File: src/rtl/display_arbiter.sv
// display_arbiter: shares the display unit's write port between two
// character-stream requesters. Each message is sequenced as buffer clear,
// character pushes, print strobe, then CSR re-arm. The owner holds the
// display until its message completes.
`timescale 1ns/1ps
module display_arbiter #(
    parameter int unsigned MAX_CHARS = 127
) (
    input  logic        clk_i,
    input  logic        rst_i,
    input  logic [1:0]  req_valid_i,
    input  logic [15:0] req_data_i,
    input  logic [1:0]  req_last_i,
    output logic [1:0]  req_ready_o,
    output logic [3:0]  du_addr_o,
    output logic [31:0] du_wdata_o,
    output logic        du_wr_en_o,
    input  logic        du_stall_i,
    output logic [1:0]  grant_o,
    output logic        busy_o
);

    localparam int unsigned CNT_W = $clog2(MAX_CHARS + 1);
    localparam logic [CNT_W-1:0] MAX_CNT = CNT_W'(MAX_CHARS);
    localparam logic [3:0]  ADDR_CSR  = 4'h8;
    localparam logic [3:0]  ADDR_BUF  = 4'hC;
    localparam logic [31:0] CSR_CLEAR = 32'h0000_0001;
    localparam logic [31:0] CSR_PRINT = 32'h0000_0002;
    localparam logic [31:0] CSR_REARM = 32'h0000_0000;

    typedef enum logic [2:0] {
        S_IDLE,
        S_CLEAR,
        S_STREAM,
        S_PRINT,
        S_REARM
    } state_t;

    state_t           state;
    logic             owner;     // index of the granted requester
    logic             rr_ptr;    // requester with priority at the next grant
    logic [CNT_W-1:0] count;     // non-NUL characters in the current load
    logic             cont;      // current load was a forced flush, message continues

    logic             pick;
    logic [7:0]       cur_byte;
    logic             cur_valid;
    logic             cur_last;
    logic             cur_nul;
    logic             stream_rdy;
    logic             accept;
    logic             write_done;
    logic [CNT_W-1:0] count_inc;

    // Selection of the owner's stream and the handshake qualifiers.
    assign pick       = req_valid_i[rr_ptr] ? rr_ptr : ~rr_ptr;
    assign cur_byte   = owner ? req_data_i[15:8] : req_data_i[7:0];
    assign cur_valid  = req_valid_i[owner];
    assign cur_last   = req_last_i[owner];
    assign cur_nul    = (cur_byte == 8'h00);
    assign stream_rdy = (state == S_STREAM) && !du_stall_i && (count < MAX_CNT);
    assign accept     = stream_rdy && cur_valid;
    assign write_done = du_wr_en_o && !du_stall_i;
    assign count_inc  = count + CNT_W'(1);
    assign busy_o     = (state != S_IDLE);

    // Display-unit command and requester ready decoded from the current state.
    always_comb begin
        req_ready_o = 2'b00;
        du_addr_o   = 4'h0;
        du_wdata_o  = 32'h0;
        du_wr_en_o  = 1'b0;
        unique case (state)
            S_CLEAR: begin
                du_addr_o  = ADDR_CSR;
                du_wdata_o = CSR_CLEAR;
                du_wr_en_o = 1'b1;
            end
            S_STREAM: begin
                req_ready_o = owner ? {stream_rdy, 1'b0} : {1'b0, stream_rdy};
                du_addr_o   = ADDR_BUF;
                du_wdata_o  = {24'h0, cur_byte};
                du_wr_en_o  = accept && !cur_nul;
            end
            S_PRINT: begin
                if (count != '0) begin
                    du_addr_o  = ADDR_CSR;
                    du_wdata_o = CSR_PRINT;
                    du_wr_en_o = 1'b1;
                end
            end
            S_REARM: begin
                du_addr_o  = ADDR_CSR;
                du_wdata_o = CSR_REARM;
                du_wr_en_o = 1'b1;
            end
            default: begin
            end
        endcase
    end

    // Message sequencer: arbitration, load counting and continuation loads.
    always_ff @(posedge clk_i) begin
        if (rst_i) begin
            state   <= S_IDLE;
            grant_o <= 2'b00;
            owner   <= 1'b0;
            rr_ptr  <= 1'b0;
            count   <= '0;
            cont    <= 1'b0;
        end else begin
            unique case (state)
                S_IDLE: begin
                    if (|req_valid_i) begin
                        owner   <= pick;
                        rr_ptr  <= ~pick;
                        grant_o <= pick ? 2'b10 : 2'b01;
                        state   <= S_CLEAR;
                    end
                end
                S_CLEAR: begin
                    if (write_done) begin
                        count <= '0;
                        state <= S_STREAM;
                    end
                end
                S_STREAM: begin
                    if (accept) begin
                        if (!cur_nul) begin
                            count <= count_inc;
                        end
                        if (cur_last || (!cur_nul && (count_inc == MAX_CNT))) begin
                            cont  <= ~cur_last;
                            state <= S_PRINT;
                        end
                    end
                end
                S_PRINT: begin
                    // An all-NUL load has nothing to print and moves on without a write.
                    if (write_done || ((count == '0) && !du_stall_i)) begin
                        state <= S_REARM;
                    end
                end
                S_REARM: begin
                    if (write_done) begin
                        if (cont) begin
                            state <= S_CLEAR;
                        end else begin
                            grant_o <= 2'b00;
                            state   <= S_IDLE;
                        end
                    end
                end
                default: begin
                    state <= S_IDLE;
                end
            endcase
        end
    end

endmodule
File: config.mk
export PLATFORM = sky130hd
export DESIGN_NAME = display_arbiter
export DESIGN_NICKNAME = d
export VERILOG_FILES = /design/src/rtl/display_arbiter.sv
export SDC_FILE = /design/constraint.sdc
export NUM_CORES = 1
export LEC_CHECK = 0
export BUFFER_PORTS_ARGS = -buffer_cell sky130_fd_sc_hd__buf_4
export CAP_MARGIN = 20
export CORE_ASPECT_RATIO = 2
export CORE_MARGIN = 10
export CORE_UTILIZATION = 47
export CTS_CLUSTER_DIAMETER = 40
export DETAILED_ROUTE_END_ITERATION = 12
export PLACE_DENSITY_LB_ADDON = 0.1
export SKIP_LAST_GASP = 1
export SLEW_MARGIN = 30
export SYNTH_ARGS = -nofsm -noshare
export SYNTH_HDL_FRONTEND = slang
export SYNTH_SLANG_ARGS = --single-unit
File: constraint.sdc
create_clock -name clk_i -period 2.12 [get_ports clk_i]
set_input_delay 0.424 -clock clk_i [delete_from_list [all_inputs] [get_ports clk_i]]
set_output_delay 0.424 -clock clk_i [all_outputs]
set_load 0.01 [all_outputs]
## Yosys cells after proc, flatten, opt, wreduce, memory -nomap -nowiden

Index checks and enable logic that the tools add are counted.

| storage, ports and cells | value |
|---|---|
| logic and storage cells | 84 |
| output and inout bits | 42 |
| bits in registers | 15 |
| input port bits | 23 |

| operators by class | value |
|---|---|
| $lt $le $gt $ge | 3 |
| mux-type cells | 33 |
| bitwise gates (word level) | 3 |
| add/subtract/negate cells | 1 |
| eq/ne operators | 13 |
| reduce and logical (&&, ||, !) cells | 25 |

Operators with widths:

| cell | number |
|---|---|
| 8-bit one-hot mux with 3 select lines | 1 |
| 7-bit 2-to-1 mux | 3 |
| 3-bit 2-to-1 mux | 6 |
| 3-bit one-hot mux with 5 select lines | 1 |
| 2-bit 2-to-1 mux | 7 |
| 2-bit != test (second input constant) | 7 |
| 7-bit one-hot mux with 2 select lines | 1 |
| 4-bit one-hot mux with 3 select lines | 1 |
| 1-bit 2-to-1 mux | 9 |
| 8-bit logical NOT | 1 |
| 8-bit 2-to-1 mux | 1 |
| 4-bit AND reduction | 2 |
| 7-bit by 1-bit adder with 7-bit output (second input constant) | 1 |
| 7-bit equality test (second input constant) | 1 |
| 1-bit logical AND | 7 |
| 7-bit logical NOT | 1 |
| 7-bit less-than comparator (second input constant) | 1 |
| 7-bit nonzero test | 1 |
| 3-bit by 2-bit equality test with 1-bit output (second input constant) | 2 |
| 6-bit AND reduction | 1 |
| 1-bit by 2-bit less-than comparator with 1-bit output (second input constant) | 2 |
| 4-bit 2-to-1 mux | 1 |
| 2-bit one-hot mux with 2 select lines | 1 |
| 2-bit nonzero test | 2 |
| 12 further kinds | 17 |

## Depth between registers and ports, before layout

Gate-level depths: netlist of the first run.

| logic depth | value |
|---|---|
| depth after elaboration | 10 |
| depth in mapped cells | 7 |
| depth with buffers taken out | 7 |

## Worst setup path after synthesis of the first run

Ideal clock, no wire load.

| timing | value |
|---|---|
| path type | register to output |
| start point | reg count[0] |
| end point | out du_wr_en_o |
| arrival time | 1.630 ns |
| stages on the path, launching flop included | 8 |
| path buffers | 0 |
| slack | 0.066 ns |
| required time | 1.696 ns |
| cells stage by stage | dfxtp_1 inv_1 ha_1 or4b_2 nor3_1 nand2_1 nand2_1 o211ai_1 |

| on the way | value |
|---|---|
| cells in the longest elaborated chain, start to end | 5 |
| elaborated cells on any way between the ends | 7 |
| those cells by class | order compare (1); mux (2); reduce/logical (4) |

Ends and longest elaborated chain:

| what | line | source |
|---|---|---|
| start: declaration | 42 | `logic [CNT_W-1:0] count;` |
| start signal: assignment | 130 | `count <= count_inc;` |
| 7-bit less-than comparator | 61 | `assign stream_rdy = (state == S_STREAM) && !du_stall_i && (count < MAX_CNT);` |
| 1-bit logical AND | 61 |  |
| 1-bit logical AND | 62 | `assign accept = stream_rdy && cur_valid;` |
| 1-bit logical AND | 83 | `du_wr_en_o = accept && !cur_nul;` |
| 1-bit one-hot mux with 3 select lines * | 73 | `unique case (state)` |
| end: declaration | 17 | `output logic du_wr_en_o,` |

Every way passes the cells marked *; elsewhere a longest branch is shown, timed or not.

## Worst setup path in the final report of the first run

| timing | value |
|---|---|
| start point | reg count[4] |
| end point | out du_wr_en_o |

The elaborated chain is that of the path after synthesis.

==> results.txt, run 1 <==
The setup TNS is -63.8 ps. The number of different library cells in the post-synthesis netlist is 44. The global-route congestion overflow total is 0. The critical path's most frequent cell is sky130_fd_sc_hd__buf_4. The number of cells produced by synthesis came out at about 180. The final critical path takes up 102% of the cycle. For this run, the number of standard cells in the final layout without fillers is 258. The half-perimeter wire length after detailed placement is about 3500 um. The count of endpoints failing setup in the final report came out at 3. Global routing consumed, on the met2 layer, 29.2% of the routing resources. The cell type of the slowest stage on the worst timing path is sky130_fd_sc_hd__a2111oi_4. The layout overhead on the synthesized area came out at 30.0%.

The largest total area in the synthesized netlist belongs to sky130_fd_sc_hd__dfxtp_1. The tool flagged a number of max-cap violations equal to 0. The clock reaches the later pin of the worst-skew pair after between 200 and 300 ps. The maximum number of pins on one net before global-route repair came out at 21.

The kind of launch point of the worst setup path is a flop. The layout cell share with drive strength beyond 1 is between 30% and 40%. Internal power comes to approximately 0.00056 W. The least setup slack across all paths after layout is -48.5 ps.

The number of clock buffers inserted by TritonCTS is 3. The number of placed instances with taps included came out at 250. The number of antenna violations at the first check in global routing came to 0. The sum of internal, switching and leakage power is around 0.00084 W. The via count came out at 1391. The number of enable flip-flop cells after synthesis came out at 0. The number of max-slew violations in the final report is 0. The I/O pin count came out at 65. The placement-stage cell area came out at around 1700 um^2. The worst-case clock buffer depth is 2. The post-route core utilization is 62.4%. After routing the design area is between 1500 and 2000 um^2. The total number of yosys warnings came out at 0. The core area is 2910 um^2. The data arrival time at the worst-slack endpoint is around 1700 ps. The final estimated routing congestion in global placement came out at about 0.79. In this run the worst path has a maximum fanout of 6. The critical path goes through buf_4, and3_4, a2111oi_4, o211ai_4, o211ai_1, buf_4. The required time at the endpoint of the critical path is 1700 ps. The flow ran to the end, but the final reports show violations. The number of buffers and inverters on the critical path is 2.

The busiest layer in global routing is met2. After floorplanning, the core was divided into 28 placement rows. The overall routing resource usage came out at 14.4%. The final reports fail on setup timing. The root buffer cell chosen for the clock tree is sky130_fd_sc_hd__clkbuf_8.

The maximum cell stage delay along the critical path is 420 ps. In the final routed layout, each cell accounts on average for 16.1 um. The fraction of registers with async set/reset is 0%.

The worst slew slack as a fraction of its limit came out at around 65%. The cell area power density is approximately 460 nW/um^2. The met3 demand-to-capacity share in global routing came out at 3.93%.

The synthesized netlist occupies a cell area of between 1000 and 1500 um^2. The final layout contains routed wiring with a total length of 4140 um. After synthesis, the cell types taking the most area are sky130_fd_sc_hd__dfxtp_1 22%, sky130_fd_sc_hd__buf_4 14%, sky130_fd_sc_hd__mux2i_1 6.5%, sky130_fd_sc_hd__nor2_1 5.1%, sky130_fd_sc_hd__nand2_1 3.8%. The met1 track utilization from global routing is ~12%. sky130_fd_sc_hd__buf_4 is the most common cell in the netlist.

Clock skew on the completed layout was measured at about 5.2 ps. The quantity of I/O buffers inserted on ports came out at 38. Setup repair after global routing could not meet its margin everywhere. The net switching power is about 0.00028 W. After detailed routing, the number of remaining DRC violations is 0. The clock power share came out at 28.0%. The worst hold path belongs to the class input port to flop.

The clock period minus final worst setup slack came out at 2170 ps. The clock net sink count came out at 15. After the first detailed-routing iteration, the DRC count stood at 16. The cell class contributing the biggest share of worst-path delay is compound AO/OA/AOI/OAI gates. The clock tree from TritonCTS is done. The slew at the pin with the worst max-slew slack is ~510 ps. Sorting the synthesized cells by how often they occur yields 26 x sky130_fd_sc_hd__buf_4, 19 x sky130_fd_sc_hd__nor2_1, 15 x sky130_fd_sc_hd__dfxtp_1. The worst setup path is of the flop to primary output kind. The total of flip-flops plus latches after synthesis came out at 15. The number of nets in the final layout is 255. In the synthesized netlist the dominant register cell turns out to be sky130_fd_sc_hd__dfxtp_1. The number of global-route vias before repair came out at ~1400.

The worst setup path is captured at a primary output. The worst ir drop on vdd came out at ~0.00042 V. Measured along the y axis, the die boundary spans roughly 97 um. The portion of total power attributed to sequential cells is between 30 and 40%.

For this configuration, the core starts out at a cell density of ~48%. Based on the critical path, the design can be clocked at up to 0.461 GHz. The top cell type's share of synthesized area is 21.5%. The floorplan step defined a die boundary enclosing about 5700 um^2.

The first global-routing pass estimated approximately 6700 um of wire. The diode insertion count for antenna repair came out at 0. The portion of the post-synthesis area used by sequential elements is a little over a fifth. The number of endpoints with negative hold slack in the final report is 0. The detailed-routing iteration count for the pre-antenna-repair pass is 4. The count of antenna-violating nets left after detailed routing is 0. The clock-pin transition on the worst setup and hold timing paths is ~60 ps.

The mean instance size in the synthesized netlist came out at 7.71 um^2. Dividing the detail-routed via count by the number of cells gives about 5.4. Summed over all cells, the static leakage comes to just under 0.8 nW. The die width is 58.5 um. In this run, the combinational gates consume roughly 36% of the power. The switching power as a share of total power came out at between 30 and 40%. The H-tree level count came out at 1.
-- worst paths after layout --
kind	from	end	slack (ps)	cells past startpoint
setup / recovery	count[4]	du_wr_en_o	-50	6
hold reg to reg	grant_o[1]	grant_o[1]	480	2
setup reg to reg	count[4]	count[6]	70	8
hold / removal	req_valid_i[1]	rr_ptr	430	2
-- area by class of cell --
type                       count  area (um^2)
sequential                    15          305
clock buffer                   3         41.3
clock inverter                 1         5.00
fill                         294         1090
multi-input combinational    148          980
tap                           30         37.5
inverter                       5         18.8
timing repair buffer          56          428
-- through the flow --
step | hold WS (ps) | setup slack [ps]
final | 426 | -48.5
after global routing | 422 | -130
after CTS | 417 | -88.4
after detailed placement | 476 | -10.6
after global placement | 446 | 46.6
after floorplan | 463 | 66.1
-- per-layer routing --
metal	routed length, um	part of all wire [%]	vias to the layer above
li1	-	-	689
met1	1370	33	659
met2	2490	60	38
met3	244	5.9	5
met4	45	1.1	0
met5	0	0	-
-- power groups by stage --
| stage | Clock, W | Combinational [W] | Sequential [W] |
|---|---|---|---|
| after floorplan | 0 | 0.000192 | 0.000310 |
| after global placement | 0 | 0.000273 | 0.000309 |
| after detailed placement | 0 | 0.000278 | 0.000310 |
| after CTS | 0.000245 | 0.000283 | 0.000304 |
| after global routing | 0.000256 | 0.000326 | 0.000306 |
| final | 0.000234 | 0.000297 | 0.000305 |
-- cells in the final DEF (no fill, tap or decap), types with 4 or more instances in the layout --
cell / instances
sky130_fd_sc_hd__dfxtp_1: 11
sky130_fd_sc_hd__nand2_1: 14
sky130_fd_sc_hd__nand2b_1: 6
sky130_fd_sc_hd__nor4_1: 4
sky130_fd_sc_hd__nand3_1: 8
sky130_fd_sc_hd__a21oi_1: 10
sky130_fd_sc_hd__nor3_1: 4
sky130_fd_sc_hd__nor2_1: 19
sky130_fd_sc_hd__mux2i_1: 9
sky130_fd_sc_hd__buf_4: 54
sky130_fd_sc_hd__dfxtp_2: 4
sky130_fd_sc_hd__conb_1: 26
-- timing repair --
action / 4_1_cts / 5_1_grt
setup endpoints to repair: 5 / 7
resized for setup: 9 / 14
hold buffers: 0 / 0
buffers inserted: 2 / 2
cloned: 0 / 0
pin swaps: 3 / 7
-- flip-flops by register name, indices dropped and copies added (netlist names) --
name and count:
count 7, state 3, grant_o 2, cont 1
owner 1, rr_ptr 1
-- cell families after synthesis --
family / after synthesis / synth area share [%]
muxes: 10 / 7.26
other: 1 / 0.269
xor gates and xnor gates: 1 / 0.627
DFF: 15 / 21.5
adders and majority gates: 3 / 2.69
AOI/OAI and AO/OA: 38 / 22.7
buffers and inverters: 43 / 19.6
and+or+nand+nor: 70 / 25.4
-- worst register-to-register path: cells and delay by family, from the launching register on --
| kind | cells | cell delay (ps) |
|---|---|---|
| buffers and inverters | 3 | 490 |
| AOI/OAI and AO/OA | 4 | 990 |
| and+or+nand+nor | 1 | 200 |
| DFF | 1 | 320 |
(Power assumes the default switching activity.)
==> inputs of run 2 (changes only) <==
--- a/config.mk
+++ b/config.mk
@@ -8,8 +8,9 @@
 export BUFFER_PORTS_ARGS = -buffer_cell sky130_fd_sc_hd__buf_4
 export CAP_MARGIN = 20
 export CORE_ASPECT_RATIO = 2
-export CORE_MARGIN = 10
-export CORE_UTILIZATION = 47
+export CORE_MARGIN = 3
+export CORE_UTILIZATION = 48
+export CTS_BUF_LIST = sky130_fd_sc_hd__clkbuf_2 sky130_fd_sc_hd__clkbuf_4 sky130_fd_sc_hd__clkbuf_8
 export CTS_CLUSTER_DIAMETER = 40
 export DETAILED_ROUTE_END_ITERATION = 12
 export PLACE_DENSITY_LB_ADDON = 0.1
==> results.txt, run 2 (synthesis gave the netlist of run 1 again) <==
The switching power as a share of total power is 33.0% (was 32.9%). The clock insertion delay at the later pin of the skew report is 260 ps (was 250 ps). The sum of internal, switching and leakage power came out at 0.000844 W (was 0.000836 W). The clock tree from TritonCTS was done (unchanged). The required time at the endpoint of the critical path came out at 1700 ps (about the same). The die width is 44.1 um (was 58.5 um).

The number of max-slew violations in the final report came out at 0 (unchanged). The post-route fraction of the period consumed by the critical path came to 103% (was 102%). The H-tree level count came out at 1 (unchanged). The number of antenna violations at the first check in global routing was 0 (unchanged). The number of endpoints with negative hold slack in the final report is 0 (unchanged). The layout overhead on the synthesized area is 32.3% (was 30.0%).

The area of the die came out at 3630 um^2 (was 5680 um^2). The core area is 2770 um^2 (was 2910 um^2). The floorplan die height is 82.3 um (was 97.1 um).

The number of nets in the final layout came out at 259 (was 255). The overall routing resource usage came out at 21.7% (was 14.4%). The number of global-route vias before repair is 1290 (was 1389). The worst-case clock buffer depth came out at 2 (unchanged). The static leakage is 0.801 nW (was 0.785 nW). The global-route wire length before repair is 5860 um (was 6660 um).

The via count is 1426 (was 1391). The portion of total power attributed to sequential cells is 36.1% (was 36.5%). The initial cell density of the core came out at 50.4% (was 48.0%). The via density per instance was 5.46 (was 5.39). The diode insertion count for antenna repair is 0 (unchanged).

The least setup slack across all paths after layout is -59.4 ps (was -48.5 ps). The clock root buffer master is sky130_fd_sc_hd__clkbuf_8 (unchanged). Commonest cells after routing, fill and taps aside: 58 x sky130_fd_sc_hd__buf_4, 26 x sky130_fd_sc_hd__conb_1, 19 x sky130_fd_sc_hd__nor2_1 (was 54 x sky130_fd_sc_hd__buf_4, 26 x sky130_fd_sc_hd__conb_1, 19 x sky130_fd_sc_hd__nor2_1). The number of cells on the worst hold path was 2 (unchanged). The number of placed instances with taps included is 249 (was 250).

The kind of launch point of the worst setup path was a flop (unchanged). The clock period minus final worst setup slack came to 2180 ps (was 2170 ps). The number of cells in the finished layout apart from fillers came out at 261 (was 258). Violations in the final reports: setup timing (unchanged). Status: finished with violations (unchanged). The final estimated routing congestion in global placement is 0.767 (was 0.786).

The biggest fanout along the worst timing path came out at 2 (was 6). The maximum clock frequency is 0.459 GHz (was 0.461 GHz). The total detailed-routing wirelength came out at 3890 um (was 4140 um). The worst slew slack as a fraction of its limit is 63.4% (was 65.3%).

The type of the tightest min-delay check is input port to flop (unchanged). Regs by FF count: count: 7 flops, state: 3 flops, grant_o: 2 flops (unchanged). The data arrival time at the worst-slack endpoint was 1760 ps (was 1740 ps).

The clock power share is 28.3% (was 28.0%). The slew at the pin with the worst max-slew slack came out at 542 ps (was 514 ps). The routed length per instance came to 14.9 um (was 16.1 um). The layout cell share with drive strength beyond 1 is 37.5% (was 36.4%). The number of cell rows came out at 27 (was 28). The net switching power came to 0.000278 W (was 0.000275 W). The type of the worst setup path is flop to primary output (unchanged). The global-route congestion overflow total is 0 (unchanged). The detailed-routing iteration count for the pre-antenna-repair pass came out at 4 (unchanged). The worst-case reg-to-reg path depth is 6 (was 8). The internal power component came out at 0.000565 W (was 0.000561 W). The quantity of I/O buffers inserted on ports was 38 (unchanged). The worst slack at placement came out at -17.2 ps (was -10.6 ps). The top register by number of flip-flops is count (unchanged). The sort of element at the end of the critical path is a primary output (unchanged). The I/O pin count is 65 (unchanged). The remaining routing DRC violations is 0 (unchanged). The maximum number of pins on one net before global-route repair was 21 (unchanged). The count of endpoints failing setup in the final report was 3 (unchanged). The max-capacitance violation count came out at 0 (unchanged).

The final clock skew came out at 6.96 ps (was 5.25 ps). The clock net sink count came out at 15 (unchanged). The most common cell after layout, fill and taps aside is sky130_fd_sc_hd__buf_4 (unchanged). The worst slack on hold paths came out at 431 ps (was 426 ps). The number of clock buffers inserted by TritonCTS is 3 (unchanged). The share of total power in combinational logic is 35.5% (was 35.6%). The clock-pin transition on the worst setup and hold timing paths is 70 ps (was 60 ps). The half-perimeter wire length after detailed placement came out at 3060 um (was 3460 um). The count of antenna-violating nets left after detailed routing came to 0 (unchanged). The flip-flop count of the largest register after layout is 7 (unchanged).

Unrepaired setup endpoints after global routing: yes (unchanged). The initial detailed-routing violation count is 38 (was 16). The cell area power density is 457 nW/um^2 (was 460 nW/um^2). The worst ir drop on vdd is 0.000421 V (was 0.000418 V).
## run 2: metrics by stage
| stage | TNS (ps) | util [%] | cell area [um^2] |
|---|---|---|---|
| 6_report | -103 | 66.7 | 1850 |
| 5_1_grt | -324 | 66.7 | 1850 |
| 4_1_cts | -261 | 63.6 | 1760 |
| 3_5_place_dp | -36.5 | 60.0 | 1660 |
| 3_3_place_gp | 0 | 60.0 | 1660 |
| 2_1_floorplan | 0 | - | 1490 |
## run 2: layout make-up
cell class,count,area [um^2]
multi-input combinational,148,980
fill,260,922
timing repair buffer,60,462
sequential,15,305
clock buffer,3,41.3
tap,29,36.3
inverter,5,18.8
clock inverter,1,5.00
## run 2: critical path, stage by stage, from the launching register on
cell	delay, ps
sky130_fd_sc_hd__dfxtp_2	320
sky130_fd_sc_hd__inv_2	60
sky130_fd_sc_hd__ha_4	120
sky130_fd_sc_hd__or4b_4	460
sky130_fd_sc_hd__nor3_4	140
sky130_fd_sc_hd__nand2_1	70
sky130_fd_sc_hd__nand2_1	60
sky130_fd_sc_hd__o211ai_1	100
sky130_fd_sc_hd__buf_4	160
## run 2: final timing paths
check | from | end | slack (ps)
worst max register to register | state[0] | count[5] | 100
worst min register to register | grant_o[1] | grant_o[1] | 480
worst min-delay path | req_valid_i[1] | rr_ptr | 430
worst max-delay path | count[1] | du_wr_en_o | -60
## run 2: what timing repair did
item | 4_1_cts | 5_1_grt
resized for setup | 9 | 16
pin swaps | 4 | 9
endpoints found under the setup margin | 5 | 6
setup buffers | 3 | 5
hold buffers | 0 | 0
## run 2: power groups by stage
stage / logic, W / clock network [W] / registers [W]
floorplan: 0.000192 / 0 / 0.000310
global placement: 0.000270 / 0 / 0.000309
detailed placement: 0.000276 / 0 / 0.000310
CTS: 0.000282 / 0.000246 / 0.000304
global route: 0.000329 / 0.000255 / 0.000306
finish: 0.000300 / 0.000239 / 0.000305
## run 2: metal layers
layer  track usage (%)  wire length [um]  vias up
met4              10.3               132        0
met5                 0                 0        -
met3              3.04               173       11
met1              19.2              1250      670
li1                  -                 -      699
met2              44.4              2340       46
==> inputs of run 3 (changes only) <==
--- a/config.mk
+++ b/config.mk
@@ -8,11 +8,11 @@
 export BUFFER_PORTS_ARGS = -buffer_cell sky130_fd_sc_hd__buf_4
 export CAP_MARGIN = 20
 export CORE_ASPECT_RATIO = 2
-export CORE_MARGIN = 3
 export CORE_UTILIZATION = 48
 export CTS_BUF_LIST = sky130_fd_sc_hd__clkbuf_2 sky130_fd_sc_hd__clkbuf_4 sky130_fd_sc_hd__clkbuf_8
 export CTS_CLUSTER_DIAMETER = 40
 export DETAILED_ROUTE_END_ITERATION = 12
+export MAX_ROUTING_LAYER = met4
 export PLACE_DENSITY_LB_ADDON = 0.1
 export SKIP_LAST_GASP = 1
 export SLEW_MARGIN = 30
==> results.txt, run 3 (synthesis gave the netlist of run 1 again) <==
The portion of total power attributed to sequential cells came to 36.5% (was 36.1%). The via count was 1390 (was 1426). The top layer reached by signal wires is met4 (unchanged). The initial detailed-routing violation count is 29 (was 38). The post-route fraction of the period consumed by the critical path is 103% (about the same).

The placement-stage cell area came out at 1660 um^2 (unchanged). The kind of launch point of the worst setup path is a flop (unchanged). The clock root buffer master is sky130_fd_sc_hd__clkbuf_8 (unchanged). The sum of internal, switching and leakage power came out at 0.000834 W (was 0.000844 W). The most common cell after layout, fill and taps aside is sky130_fd_sc_hd__buf_4 (unchanged). The number of max-slew violations in the final report is 0 (unchanged).

The layout overhead on the synthesized area came to 27.5% (was 32.3%). The clock period minus final worst setup slack came out at 2180 ps (about the same). The floorplan die height was 78.3 um (was 82.3 um). The count of antenna-violating nets left after detailed routing is 0 (unchanged). Violations in the final reports: setup timing (unchanged). The total detailed-routing wirelength came out at 3680 um (was 3890 um). The layout cell share with drive strength beyond 1 is 34.8% (was 37.5%). The required time at the endpoint of the critical path is 1700 ps (about the same). The maximum number of pins on one net before global-route repair came out at 21 (unchanged).

The detailed route wirelength on metal3 was 127 um (was 173 um). The worst slack at placement came out at 12.5 ps (was -17.2 ps). The number of endpoints with negative hold slack in the final report was 0 (unchanged). The H-tree level count is 1 (unchanged). The final clock skew came out at 4.85 ps (was 6.96 ps). The worst slew slack as a fraction of its limit came to 64.5% (was 63.4%). The least setup slack across all paths after layout came out at -55.7 ps (was -59.4 ps). The maximum clock frequency came out at 0.460 GHz (was 0.459 GHz). The clock-pin transition on the worst setup and hold timing paths is 60 ps (was 70 ps). The biggest fanout along the worst timing path is 6 (was 2). The worst-case clock buffer depth was 2 (unchanged).

The quantity of I/O buffers inserted on ports is 38 (unchanged). The critical path's most frequent cell is sky130_fd_sc_hd__buf_4 (was sky130_fd_sc_hd__nand2_1). The number of global-route vias before repair came out at 1334 (was 1290). The global-route wire length before repair came out at 5520 um (was 5860 um).

The number of cell rows is 27 (unchanged). The I/O pin count is 65 (unchanged). The area of the die was 3140 um^2 (was 3630 um^2). The slew at the pin with the worst max-slew slack is 525 ps (was 542 ps). The wire length on met1 came out at 1260 um (was 1250 um). The count of endpoints failing setup in the final report came out at 3 (unchanged). The remaining routing DRC violations is 0 (unchanged). The detailed-routing iteration count for the pre-antenna-repair pass came out at 4 (unchanged).

Status: finished with violations (unchanged). The type of the worst setup path was flop to primary output (unchanged). The clock net sink count was 15 (unchanged).

The final estimated routing congestion in global placement is 0.777 (was 0.767). The cell type of the slowest stage on the worst timing path was sky130_fd_sc_hd__a2111oi_4 (was sky130_fd_sc_hd__or4b_4). The top register by number of flip-flops is count (unchanged). The via density per instance is 5.43 (was 5.46).

The maximum cell stage delay along the critical path is 420 ps (was 460 ps). Regs by FF count: count: 7 flops, state: 3 flops, grant_o: 2 flops (unchanged). The cell area power density is 468 nW/um^2 (was 457 nW/um^2).

The clock tree from TritonCTS was done (unchanged). The core area is 2770 um^2 (unchanged). The internal power component came out at 0.000570 W (was 0.000565 W).

The flip-flop count of the largest register after layout is 7 (unchanged). The sort of element at the end of the critical path is a primary output (unchanged). The max-capacitance violation count came out at 0 (unchanged). The worst ir drop on vdd is 0.000541 V (was 0.000421 V). The number of clock buffers inserted by TritonCTS is 3 (unchanged).

The routed length per instance came out at 14.4 um (was 14.9 um). The clock power share came out at 29.7% (was 28.3%). Commonest cells after routing, fill and taps aside: 55 x sky130_fd_sc_hd__buf_4, 26 x sky130_fd_sc_hd__conb_1, 19 x sky130_fd_sc_hd__nor2_1 (was 58 x sky130_fd_sc_hd__buf_4, 26 x sky130_fd_sc_hd__conb_1, 19 x sky130_fd_sc_hd__nor2_1).

The switching power as a share of total power came out at 31.7% (was 33.0%). The share of total power in combinational logic is 33.8% (was 35.5%). The global-route congestion overflow total is 0 (unchanged). The detailed route wirelength on metal2 came out at 2220 um (was 2340 um).

The data arrival time at the worst-slack endpoint was 1750 ps (was 1760 ps). The worst slack on hold paths is 419 ps (was 431 ps). The diode insertion count for antenna repair came out at 0 (unchanged). Unrepaired setup endpoints after global routing: yes (unchanged). The net switching power is 0.000264 W (was 0.000278 W).

The die width came out at 40.1 um (was 44.1 um). Critical path cell sequence: buf_4, and3_4, a2111oi_4, o211ai_4, o211ai_1, buf_4 (was inv_2, ha_4, or4b_4, nor3_4, nand2_1, nand2_1, o211ai_1, buf_4). The overall routing resource usage came to 25.1% (was 21.7%). The clock insertion delay at the later pin of the skew report came out at 250 ps (was 260 ps). The static leakage came out at 0.776 nW (was 0.801 nW).

The type of the tightest min-delay check is input port to flop (unchanged). The number of antenna violations at the first check in global routing came out at 0 (unchanged). The filler cell count was 283 (was 260). The initial cell density of the core came out at 50.4% (unchanged). The number of nets in the final layout came out at 254 (was 259). The half-perimeter wire length after detailed placement came out at 2950 um (was 3060 um). The final non-filler cell area came to 1780 um^2 (was 1850 um^2).
[run 3: metal layers]
metal,global-route usage (%),vias up
met5,-,-
met4,10.0,0
met3,2.26,7
met2,47.6,41
met1,22.5,654
li1,-,688
[run 3: metrics by stage]
step           TNS (ps)  utilization, %  cells
3_3_place_gp          0            60.0    249
3_5_place_dp          0            60.0    249
4_1_cts            -212            63.4    255
5_1_grt            -462            64.3    256
2_1_floorplan         0               -    206
6_report          -83.3            64.3    256
[run 3: worst paths after layout]
kind                            cells after the start         end  slack (ps)           start
worst max register to register                      8    count[6]          70        count[4]
worst min-delay path                                2      rr_ptr         420  req_valid_i[1]
worst min register to register                      2  grant_o[1]         480      grant_o[1]
worst max-delay path                                6  du_wr_en_o         -60        count[4]
[run 3: worst max-delay path, delay by kind of cell (launching register included)]
| family | cells | cell delay (ps) |
|---|---|---|
| AOI/OAI and AO/OA | 3 | 670 |
| buffers and inverters | 2 | 300 |
| DFF | 1 | 330 |
| and+or+nand+nor | 1 | 200 |
[run 3: layout make-up]
class	count	area, um^2	area share [%]
multi-input cells	148	960	53.9
repair buffers	55	413	23.2
flip-flops and latches	15	304	17.1
clock buffers	4	48.8	2.74
well taps	29	36.3	2.04
inverters	5	18.8	1.05
[run 3: power groups by stage]
stage | Clock, W | Combinational [W] | Sequential [W]
after floorplan | 0 | 0.000192 | 0.000310
after global placement | 0 | 0.000269 | 0.000309
after detailed placement | 0 | 0.000274 | 0.000310
after CTS | 0.000252 | 0.000279 | 0.000304
after global routing | 0.000261 | 0.000312 | 0.000305
final | 0.000248 | 0.000282 | 0.000304
[run 3: what timing repair did]
action	4_1_cts	5_1_grt
pin swaps	7	4
hold buffers	0	0
setup endpoints to repair	5	7
gates resized for setup	11	6
setup buffers	2	1
